`src/rtl/mem_pkg.sv`:
```
// Shared definitions for the memory-access stage: bus widths, field offsets
// within the EXE->MEM and MEM->WB buses, access-size encodings, load extension.
package mem_pkg;

  localparam int EM_W = 161;
  localparam int MW_W = 124;

  localparam logic [1:0] SZ_BYTE = 2'd0;
  localparam logic [1:0] SZ_HALF = 2'd1;
  localparam logic [1:0] SZ_WORD = 2'd2;

  // MEM->WB bus, bit offsets from the LSB
  localparam int MW_PC_LO       = 0;
  localparam int MW_OVERFLOW    = 32;
  localparam int MW_WADDR_ERR   = 33;
  localparam int MW_RADDR_ERR   = 34;
  localparam int MW_INST_RSV    = 35;
  localparam int MW_FETCH_ERR   = 36;
  localparam int MW_BREAK       = 37;
  localparam int MW_ERET        = 38;
  localparam int MW_SYSCALL     = 39;
  localparam int MW_CP0R_LO     = 40;
  localparam int MW_LO_RES_LO   = 54;
  localparam int MW_MEM_RES_LO  = 86;
  localparam int MW_WDEST_LO    = 118;
  localparam int MW_WEN         = 123;

  // EXE->MEM bus: memory-control fields sit above the MEM->WB layout
  localparam int EM_SDATA_LO    = 124;
  localparam int EM_SGN         = 156;
  localparam int EM_SIZE_LO     = 157;
  localparam int EM_ST          = 159;
  localparam int EM_LD          = 160;

  // Sign/zero extension of a byte (low 8 bits of v) or a halfword
  function automatic logic [31:0] load_ext(input logic [15:0] v,
                                           input logic        is_half,
                                           input logic        sgn);
    logic fill;
    fill = sgn & (is_half ? v[15] : v[7]);
    return is_half ? {{16{fill}}, v} : {{24{fill}}, v[7:0]};
  endfunction

endpackage

```
`src/rtl/mem_align.sv`:
```
// Combinational lane logic: store byte-enable/data steering, load extraction,
// and misalignment detection (only when MEM_ADDR_EXC_EN is defined).
module mem_align
  import mem_pkg::*;
(
  input  logic [1:0]  addr_lo,
  input  logic [1:0]  size,
  input  logic        sgn,
  input  logic [31:0] store_data,
  input  logic [31:0] rdata,
  output logic [3:0]  lane_wen,
  output logic [31:0] lane_wdata,
  output logic [31:0] load_val,
  output logic        misaligned
);

  logic [7:0]  byte_sel;
  logic [15:0] half_sel;

  assign byte_sel = rdata[{addr_lo, 3'b000} +: 8];
  assign half_sel = addr_lo[1] ? rdata[31:16] : rdata[15:0];

  always_comb begin
    lane_wen   = 4'b1111;
    lane_wdata = store_data;
    load_val   = rdata;
    case (size)
      SZ_BYTE: begin
        lane_wen   = 4'b0001 << addr_lo;
        lane_wdata = {4{store_data[7:0]}};
        load_val   = load_ext({8'h00, byte_sel}, 1'b0, sgn);
      end
      SZ_HALF: begin
        lane_wen   = addr_lo[1] ? 4'b1100 : 4'b0011;
        lane_wdata = {2{store_data[15:0]}};
        load_val   = load_ext(half_sel, 1'b1, sgn);
      end
      default: begin
        // Word (and the unused encoding): all lanes, addr_lo ignored
        lane_wen   = 4'b1111;
        lane_wdata = store_data;
        load_val   = rdata;
      end
    endcase
  end

`ifdef MEM_ADDR_EXC_EN
  assign misaligned = ((size == SZ_HALF) && addr_lo[0]) ||
                      ((size == SZ_WORD) && (addr_lo != 2'b00));
`else
  assign misaligned = 1'b0;
`endif

endmodule

```
`src/rtl/mem_stage.sv`:
```
// Memory-access pipeline stage between EXE and WB: drives the synchronous data
// RAM, tracks load/store progress, packs the MEM->WB bus. Option: MEM_ADDR_EXC_EN.
//
// Handshake: the stage holds an instruction while MEM_valid=1; MEM_over=1 says
// its result is ready, and it retires on any cycle where MEM_over & WB_allow_in.
module mem_stage
  import mem_pkg::*;
(
  input  logic          clk,
  input  logic          resetn,
  input  logic          MEM_valid,
  input  logic [160:0]  EXE_MEM_bus_r,
  input  logic          WB_allow_in,
  input  logic          cancel,
  input  logic [31:0]   dm_rdata,
  output logic [31:0]   dm_addr,
  output logic [3:0]    dm_wen,
  output logic [31:0]   dm_wdata,
  output logic          MEM_over,
  output logic [123:0]  MEM_WB_bus,
  output logic [4:0]    MEM_wdest
);

  logic [MW_W-1:0] mw_in;
  logic            ld_in;
  logic            st_in;
  logic [1:0]      size_in;
  logic            sgn_in;
  logic [31:0]     store_data;
  logic [31:0]     exe_result;
  logic            wen_in;
  logic [4:0]      wdest;

  logic            exc_any;
  logic            mem_ld;
  logic            mem_st;
  logic            misaligned;
  logic            raddr_err;
  logic            waddr_err;
  logic            is_load;
  logic            is_store;
  logic            adv;

  logic [3:0]      lane_wen;
  logic [31:0]     lane_wdata;
  logic [31:0]     load_val;
  logic [31:0]     ld_src;
  logic [31:0]     mem_result;

  logic            load_done_q, load_done_d;
  logic            load_held_q, load_held_d;
  logic [31:0]     load_data_q, load_data_d;
  logic            store_issued_q, store_issued_d;

  assign mw_in      = EXE_MEM_bus_r[MW_W-1:0];
  assign ld_in      = EXE_MEM_bus_r[EM_LD];
  assign st_in      = EXE_MEM_bus_r[EM_ST];
  assign size_in    = EXE_MEM_bus_r[EM_SIZE_LO +: 2];
  assign sgn_in     = EXE_MEM_bus_r[EM_SGN];
  assign store_data = EXE_MEM_bus_r[EM_SDATA_LO +: 32];
  assign exe_result = mw_in[MW_MEM_RES_LO +: 32];
  assign wen_in     = mw_in[MW_WEN];
  assign wdest      = mw_in[MW_WDEST_LO +: 5];

  // An instruction already carrying an exception never touches memory
  assign exc_any = mw_in[MW_FETCH_ERR] | mw_in[MW_INST_RSV] | mw_in[MW_OVERFLOW] |
                   mw_in[MW_SYSCALL]   | mw_in[MW_ERET]     | mw_in[MW_BREAK];
  assign mem_ld  = ld_in & ~exc_any;
  assign mem_st  = st_in & ~exc_any;

  assign raddr_err = mem_ld & misaligned;
  assign waddr_err = mem_st & misaligned;
  assign is_load   = mem_ld & ~misaligned;
  assign is_store  = mem_st & ~misaligned;

  // After the first ready cycle the captured word is used so a stall never
  // depends on the RAM output staying put.
  assign ld_src = load_held_q ? load_data_q : dm_rdata;

  mem_align u_align (
    .addr_lo    (exe_result[1:0]),
    .size       (size_in),
    .sgn        (sgn_in),
    .store_data (store_data),
    .rdata      (ld_src),
    .lane_wen   (lane_wen),
    .lane_wdata (lane_wdata),
    .load_val   (load_val),
    .misaligned (misaligned)
  );

  assign MEM_over = resetn & MEM_valid & (~is_load | load_done_q);
  assign adv      = MEM_over & WB_allow_in;

  assign dm_addr  = {exe_result[31:2], 2'b00};
  assign dm_wdata = lane_wdata;
  assign dm_wen   = (resetn & MEM_valid & is_store & ~store_issued_q & ~cancel) ?
                    lane_wen : 4'b0000;

  assign mem_result = is_load ? load_val : exe_result;
  assign MEM_wdest  = wdest & {5{MEM_valid}};

  always_comb begin
    load_done_d    = MEM_valid & is_load & ~adv & ~cancel;
    load_held_d    = MEM_valid & is_load & load_done_q & ~adv & ~cancel;
    load_data_d    = (load_done_q & ~load_held_q) ? dm_rdata : load_data_q;
    store_issued_d = MEM_valid & is_store & ~adv & ~cancel;
  end

  always_ff @(posedge clk) begin
    if (!resetn) begin
      load_done_q    <= 1'b0;
      load_held_q    <= 1'b0;
      load_data_q    <= 32'h0;
      store_issued_q <= 1'b0;
    end else begin
      load_done_q    <= load_done_d;
      load_held_q    <= load_held_d;
      load_data_q    <= load_data_d;
      store_issued_q <= store_issued_d;
    end
  end

  always_comb begin
    MEM_WB_bus                         = mw_in;
    MEM_WB_bus[MW_MEM_RES_LO +: 32]    = mem_result;
    MEM_WB_bus[MW_WEN]                 = wen_in & ~(raddr_err | waddr_err);
    MEM_WB_bus[MW_RADDR_ERR]           = raddr_err;
    MEM_WB_bus[MW_WADDR_ERR]           = waddr_err;
  end

endmodule
```
`config.mk`:
```
export PLATFORM = sky130hd
export DESIGN_NAME = mem_stage
export DESIGN_NICKNAME = d
export VERILOG_FILES = /design/src/rtl/mem_pkg.sv /design/src/rtl/mem_align.sv /design/src/rtl/mem_stage.sv
export SDC_FILE = /design/constraint.sdc
export NUM_CORES = 1
export LEC_CHECK = 0
export BUFFER_PORTS_ARGS = -buffer_cell sky130_fd_sc_hd__buf_2
export CORE_AREA = 2 2 153 155
export CTS_BUF_LIST = sky130_fd_sc_hd__clkbuf_16
export CTS_CLUSTER_SIZE = 40
export DETAILED_ROUTE_END_ITERATION = 8
export DIE_AREA = 0 0 155 157
export PLACE_DENSITY = 0.59
export SKIP_CTS_REPAIR_TIMING = 1
export SYNTH_ARGS = -nofsm -noshare
export SYNTH_HDL_FRONTEND = slang
export SYNTH_HIERARCHICAL = 1
export SYNTH_SLANG_ARGS = --single-unit
```
`constraint.sdc`:
```
create_clock -name clk -period 3.85 [get_ports clk]
set_input_delay 0.77 -clock clk [delete_from_list [all_inputs] [get_ports clk]]
set_output_delay 0.77 -clock clk [all_outputs]
set_load 0.01 [all_outputs]
```
==> run_results.csv, run 1 <==
group,metric,value,unit
critical_path,r2r_cells,5,
sta,hold_ws,0.456,ns
global_routing,grt_pass1_wl,22500,um
die,die_area,0.0243,mm2
yosys,avgSynthCellArea,8.44,um2
sta,max_slew_margin,51.7,%
critical_path,r2r_slack,1.61,ns
cts,htree_levels,2,
critical_path,worstPathArrival,2.71,ns
final_layout,fin_util,22.7,%
routing,dr.pass1.iters,4,
yosys,ys_seq_area_share,15.4,%
critical_path,worst_setup_path_start_kind,"register",
yosys,synth_top_area_share,21.8,%
min_path,worstHoldStart,"load_data_q[31]",
cts,clk_latency,0.28,ns
final_layout,final_area,0.00510,mm2
routing,ant_nets,0,
place,dpl-instance-area,0.00495,mm2
yosys,ys_types,43,
global_routing,grt_overflow,0,
cts,cts_sinks,35,
sta,period_share,90.4,%
critical_path,rr_startpoint,"load_held_q",
min_path,hold_class,"register to register",
die,die_y,157,um
final_layout,area_growth,12.4,%
sta,tns,0,ns
sta,skew,0.00173,ns
sta,slew_violations,0,
sta,finalHoldViolCount,0,
sta,fin_crit,3.48,ns
min_path,min_to,"load_data_q[31]",
job,maxCapViolations,0,
die,ios,396,
power_and_ir_drop,peakVddDrop,0.000160,V
critical_path,worstReg2RegEnd,"load_data_q[12]",
routing,routed_via_density,4.30,
sta,final-setup-viol-count,0,
final_layout,nNetsFinal,818,
place,place_inst,898,
die,std_cell_rows,55,
global_routing,grt.total_usage,12.3,%
die,initial_core_util,20.2,%
power_and_ir_drop,leakage,2.35,nW
global_routing,grt_antenna_before_repair,7,
cts,cts_root_buffer,"clkbuf_16",
min_path,holdPathStages,2,
routing,route.detailed.drc,0,
place,io_buffer_count,233,
place,hpwl,13000,um
cts,cts_buffers,5,
die,die_w,155,um
yosys,synth_area,0.00454,mm2
place,post-place-ws,0.475,ns
sta,setup_ws,0.369,ns
power_and_ir_drop,power.total,1.17,mW
yosys,synth.area.top_cells,"buf_4, dfxtp_1, mux2_4",
yosys,ys_seq_elements,35,
sta,worst_pin_slew,0.725,ns
yosys,synth_cells,538,
critical_path,crit_path_end_kind,"primary output",
critical_path,crit_path_max_fanout,16,
run_status,status,"finished clean",
routing,wirelength,15900,um
yosys,ys_warn_count,6,
global_routing,grt_max_degree,35,
routing,post_drt_wl_per_cell,17.5,um
critical_path,crit_required,3.08,ns
cts,cts_tree,"yes",
cts,cts_buffer_depth,2,
final_layout,drive_gt1_share,54.8,%
final_layout,layout.cells.non_filler,912,
sta,rsz0062_at_grt,"false",
critical_path,worst-setup-path-type,"register to primary output",
power_and_ir_drop,powerDensity,228,mW/mm2
routing,vias,3921,
yosys,yosys.area.top_type,"buf_4",
die,core-area,0.0225,mm2
place,place_congestion,0.736,
sta,clock.fmax,0.287,GHz
global_routing,first_global_vias,3669,
routing,drt_iter0_drc,203,
cts,clkTransAtPathRegs,0.05,ns
## critical path, stage by stage (launching register included)
cell,delay (ns)
dfxtp_1,0.58
mux2_2,0.44
mux2i_1,0.16
o22a_1,0.38
buf_4,0.28
o22ai_1,0.14
mux2_4,0.30
buf_2,0.14
## worst max-delay path by stage
stage / startpoint / to / cells after the start
after floorplan: load_held_q / MEM_WB_bus[93] / 7
final: load_held_q / MEM_WB_bus[116] / 7
after CTS: load_held_q / MEM_WB_bus[103] / 7
after detailed placement: dm_rdata[31] / MEM_WB_bus[103] / 8
after global routing: load_held_q / MEM_WB_bus[103] / 7
after global placement: EXE_MEM_bus_r[87] / MEM_WB_bus[97] / 6
## area by class of cell
type	instances	area [um2]
antenna	6	15.0
clock buffer	5	125
clock inverter	3	11.3
fill	2468	17400
inverter	5	18.8
multi-input combinational	329	2630
sequential	35	701
tap	285	357
timing repair buffer	244	1250
## Yosys cell counts (all sizes together)
cell type	n
or2	2
dfxtp	35
nor2b	19
a2111oi	1
nand3b	1
nor4	1
o22ai	16
a21boi	32
nor2	10
a31oi	2
a221o	7
clkbuf	19
o221ai	8
nand2b	2
mux4	1
o21bai	4
a22oi	8
o22a	2
nor3b	4
conb	2
mux2	81
buf	151
nand2	83
a21oi	2
nor4bb	1
o21ai	8
inv	5
o21a	1
nor3	1
and2	5
or3b	1
mux2i	17
nand4	3
nor4b	2
and3	1
## sequential cells by signal (all words and copies together) (netlist names)
name,flops
load_data_q,32
load_done_q,1
load_held_q,1
store_issued_q,1
## cells in the final DEF, fill, tap and decap left out, types with 3 or more instances in the layout
cell and instances:
conb_1 3, mux2i_1 17, o21ai_0 8, buf_4 11, nor2b_1 18, o221ai_1 8
nand2_1 82, a21boi_0 32, and2_1 5, diode_2 6, nand4_1 3, clkbuf_16 5
a221o_1 7, mux2_4 36, o22ai_1 16, inv_1 6, o21bai_1 3, nor3b_1 4
buf_2 233, dfxtp_1 35, mux2_2 45, nor2_1 10, a22oi_1 8
## power breakdown
part	internal, mW	leakage (nW)	switching [mW]
logic	0.197	2.00	0.217
registers	0.362	0.282	0.0000661
clock network	0.233	0.0701	0.155
## layer usage
layer  vias to the layer above  part of all wire, %  GRT usage [%]
li1                       1893                    -              -
met5                         -                    0              0
met4                         0                  1.5           3.57
met3                        32                  9.4           4.46
met2                       201                   45           19.3
met1                      1795                   44           16.0
## logic make-up after synthesis
kind of cell / synth area share, %
buffers and inverters: 26.9
and+or+nand+nor: 14.7
muxes: 27.3
AOI/OAI and AO/OA: 15.5
DFF: 15.4
other: 0.165
Power figures use the tool's default switching activity.
==> inputs of run 2 (changes only) <==
--- a/config.mk
+++ b/config.mk
@@ -12,7 +12,9 @@
 export DETAILED_ROUTE_END_ITERATION = 8
 export DIE_AREA = 0 0 155 157
 export PLACE_DENSITY = 0.59
+export RECOVER_POWER = 50
 export SKIP_CTS_REPAIR_TIMING = 1
+export SLEW_MARGIN = 20
 export SYNTH_ARGS = -nofsm -noshare
 export SYNTH_HDL_FRONTEND = slang
 export SYNTH_HIERARCHICAL = 1
==> run_results.csv, run 2 (synthesis results as in run 1) <==
group,metric,value,unit
sta,final-setup-viol-count,0,
final_layout,layout_common_cells,"buf_2, nand2_1, mux2_2, mux2_4",
die,initial_core_util,20.2,%
cts,cts_root_buffer,"clkbuf_16",
die,std_cell_rows,55,
final_layout,layout.cells.most_common,"buf_2",
sta,tns,0,ns
power_and_ir_drop,p_sw,374,uW
sta,rsz0062_at_grt,"false",
routing,vias,3930,
place,place_congestion,0.736,
sta,slew_violations,0,
routing,wirelength,15900,um
critical_path,worstReg2RegEnd,"load_data_q[12]",
critical_path,crit_path_max_fanout,16,
cts,cts_sinks,35,
routing,drt_iter0_drc,222,
die,die_y,157,um
sta,period_share,90.8,%
global_routing,grt_max_degree,35,
critical_path,cp-startpoint,"load_held_q",
routing,dr.pass1.iters,5,
sta,finalHoldViolCount,0,
cts,clk_latency,0.28,ns
power_and_ir_drop,powerDensity,230,mW/mm2
critical_path,worstPathArrival,2.73,ns
power_and_ir_drop,leakage,2.25,nW
global_routing,grt.total_usage,12.3,%
power_and_ir_drop,peakVddDrop,0.000160,V
die,die_w,155,um
power_and_ir_drop,netSwitchingFraction,32.2,%
final_layout,nNetsFinal,818,
routing,routed_via_density,4.31,
place,io_buffer_count,233,
min_path,hold_class,"register to register",
run_status,status,"finished clean",
sta,setup_ws,0.353,ns
power_and_ir_drop,seqPwrFrac,31.2,%
die,core-area,0.0225,mm2
final_layout,regMostFlops,"load_data_q",
critical_path,worst_setup_path_start_kind,"register",
critical_path,worst-setup-path-type,"register to primary output",
place,hpwl,13000,um
critical_path,crit_required,3.08,ns
critical_path,rr_startpoint,"load_held_q",
cts,htree_levels,2,
min_path,worstHoldStart,"load_data_q[31]",
global_routing,first_global_vias,3669,
sta,worst_pin_slew,0.742,ns
global_routing,grt_overflow,0,
critical_path,crit_path_end_kind,"primary output",
power_and_ir_drop,combPwrFrac,35.4,%
power_and_ir_drop,pwr-share-clk,33.4,%
final_layout,largest_reg_flops,32,
job,maxCapViolations,0,
routing,route.detailed.drc,0,
place,post-place-ws,0.475,ns
sta,skew,0.00194,ns
critical_path,r2r_cells,5,
min_path,min_to,"load_data_q[31]",
final_layout,area_growth,11.4,%
cts,clkTransAtPathRegs,0.05,ns
die,ios,396,
routing,ant_nets,0,
cts,cts_buffers,5,
cts,cts_tree,"yes",
cts,cts_buffer_depth,2,
sta,fin_crit,3.50,ns
final_layout,drive_gt1_share,49.1,%
min_path,holdPathStages,2,
power_and_ir_drop,internal_power,787,uW
routing,post_drt_wl_per_cell,17.4,um
global_routing,grt_pass1_wl,22500,um
global_routing,grt_antenna_before_repair,7,
sta,max_slew_margin,50.5,%
sta,clock.fmax,0.286,GHz
die,die_area,0.0243,mm2
critical_path,r2r_slack,1.60,ns
-- run 2: critical path: stages (launching register included) --
cell	delay (ns)
dfxtp_1	0.58
mux2_2	0.44
mux2i_1	0.16
o22a_1	0.39
buf_4	0.28
o22ai_1	0.14
mux2_4	0.30
buf_2	0.14
-- run 2: cell type report --
| cell class | instances | area [um2] |
|---|---|---|
| inverter | 5 | 18.8 |
| antenna | 6 | 15.0 |
| multi-input combinational | 329 | 2630 |
| fill | 2483 | 17400 |
| timing repair buffer | 244 | 1200 |
| tap | 285 | 357 |
| sequential | 35 | 701 |
| clock buffer | 5 | 125 |
| clock inverter | 3 | 11.3 |
-- run 2: power groups by stage --
| stage | clock network, mW | registers [mW] | logic [mW] |
|---|---|---|---|
| 2_1_floorplan | 0 | 0.370 | 0.345 |
| 3_3_place_gp | 0 | 0.370 | 0.414 |
| 3_5_place_dp | 0 | 0.370 | 0.417 |
| 4_1_cts | 0.400 | 0.362 | 0.419 |
| 5_1_grt | 0.417 | 0.362 | 0.446 |
| 6_report | 0.388 | 0.362 | 0.411 |
-- run 2: per-stage QoR --
step	utilization [%]	area, um2	power, mW	std cells	hold slack [ns]
floorplan	-	4540	0.715	539	0.440
global route	22.4	5050	1.22	907	0.481
global placement	22.0	4950	0.785	898	0.446
CTS	22.6	5090	1.18	906	0.460
detailed placement	22.0	4950	0.787	898	0.452
finish	22.5	5060	1.16	912	0.456
-- run 2: routing by layer --
metal,global-route usage [%],vias up,wire [um]
met5,0,-,0
met4,3.57,0,231
met3,4.46,32,1350
met2,19.3,183,7120
met1,16.0,1818,7210
li1,-,1897,-
-- run 2: worst max path at each step --
stage	to	slack, ns	depth (start not counted)
6_report	MEM_WB_bus[116]	0.35	7
5_1_grt	MEM_WB_bus[103]	0.21	7
4_1_cts	MEM_WB_bus[103]	0.32	7
3_5_place_dp	MEM_WB_bus[103]	0.48	8
3_3_place_gp	MEM_WB_bus[97]	0.51	6
2_1_floorplan	MEM_WB_bus[93]	0.86	7
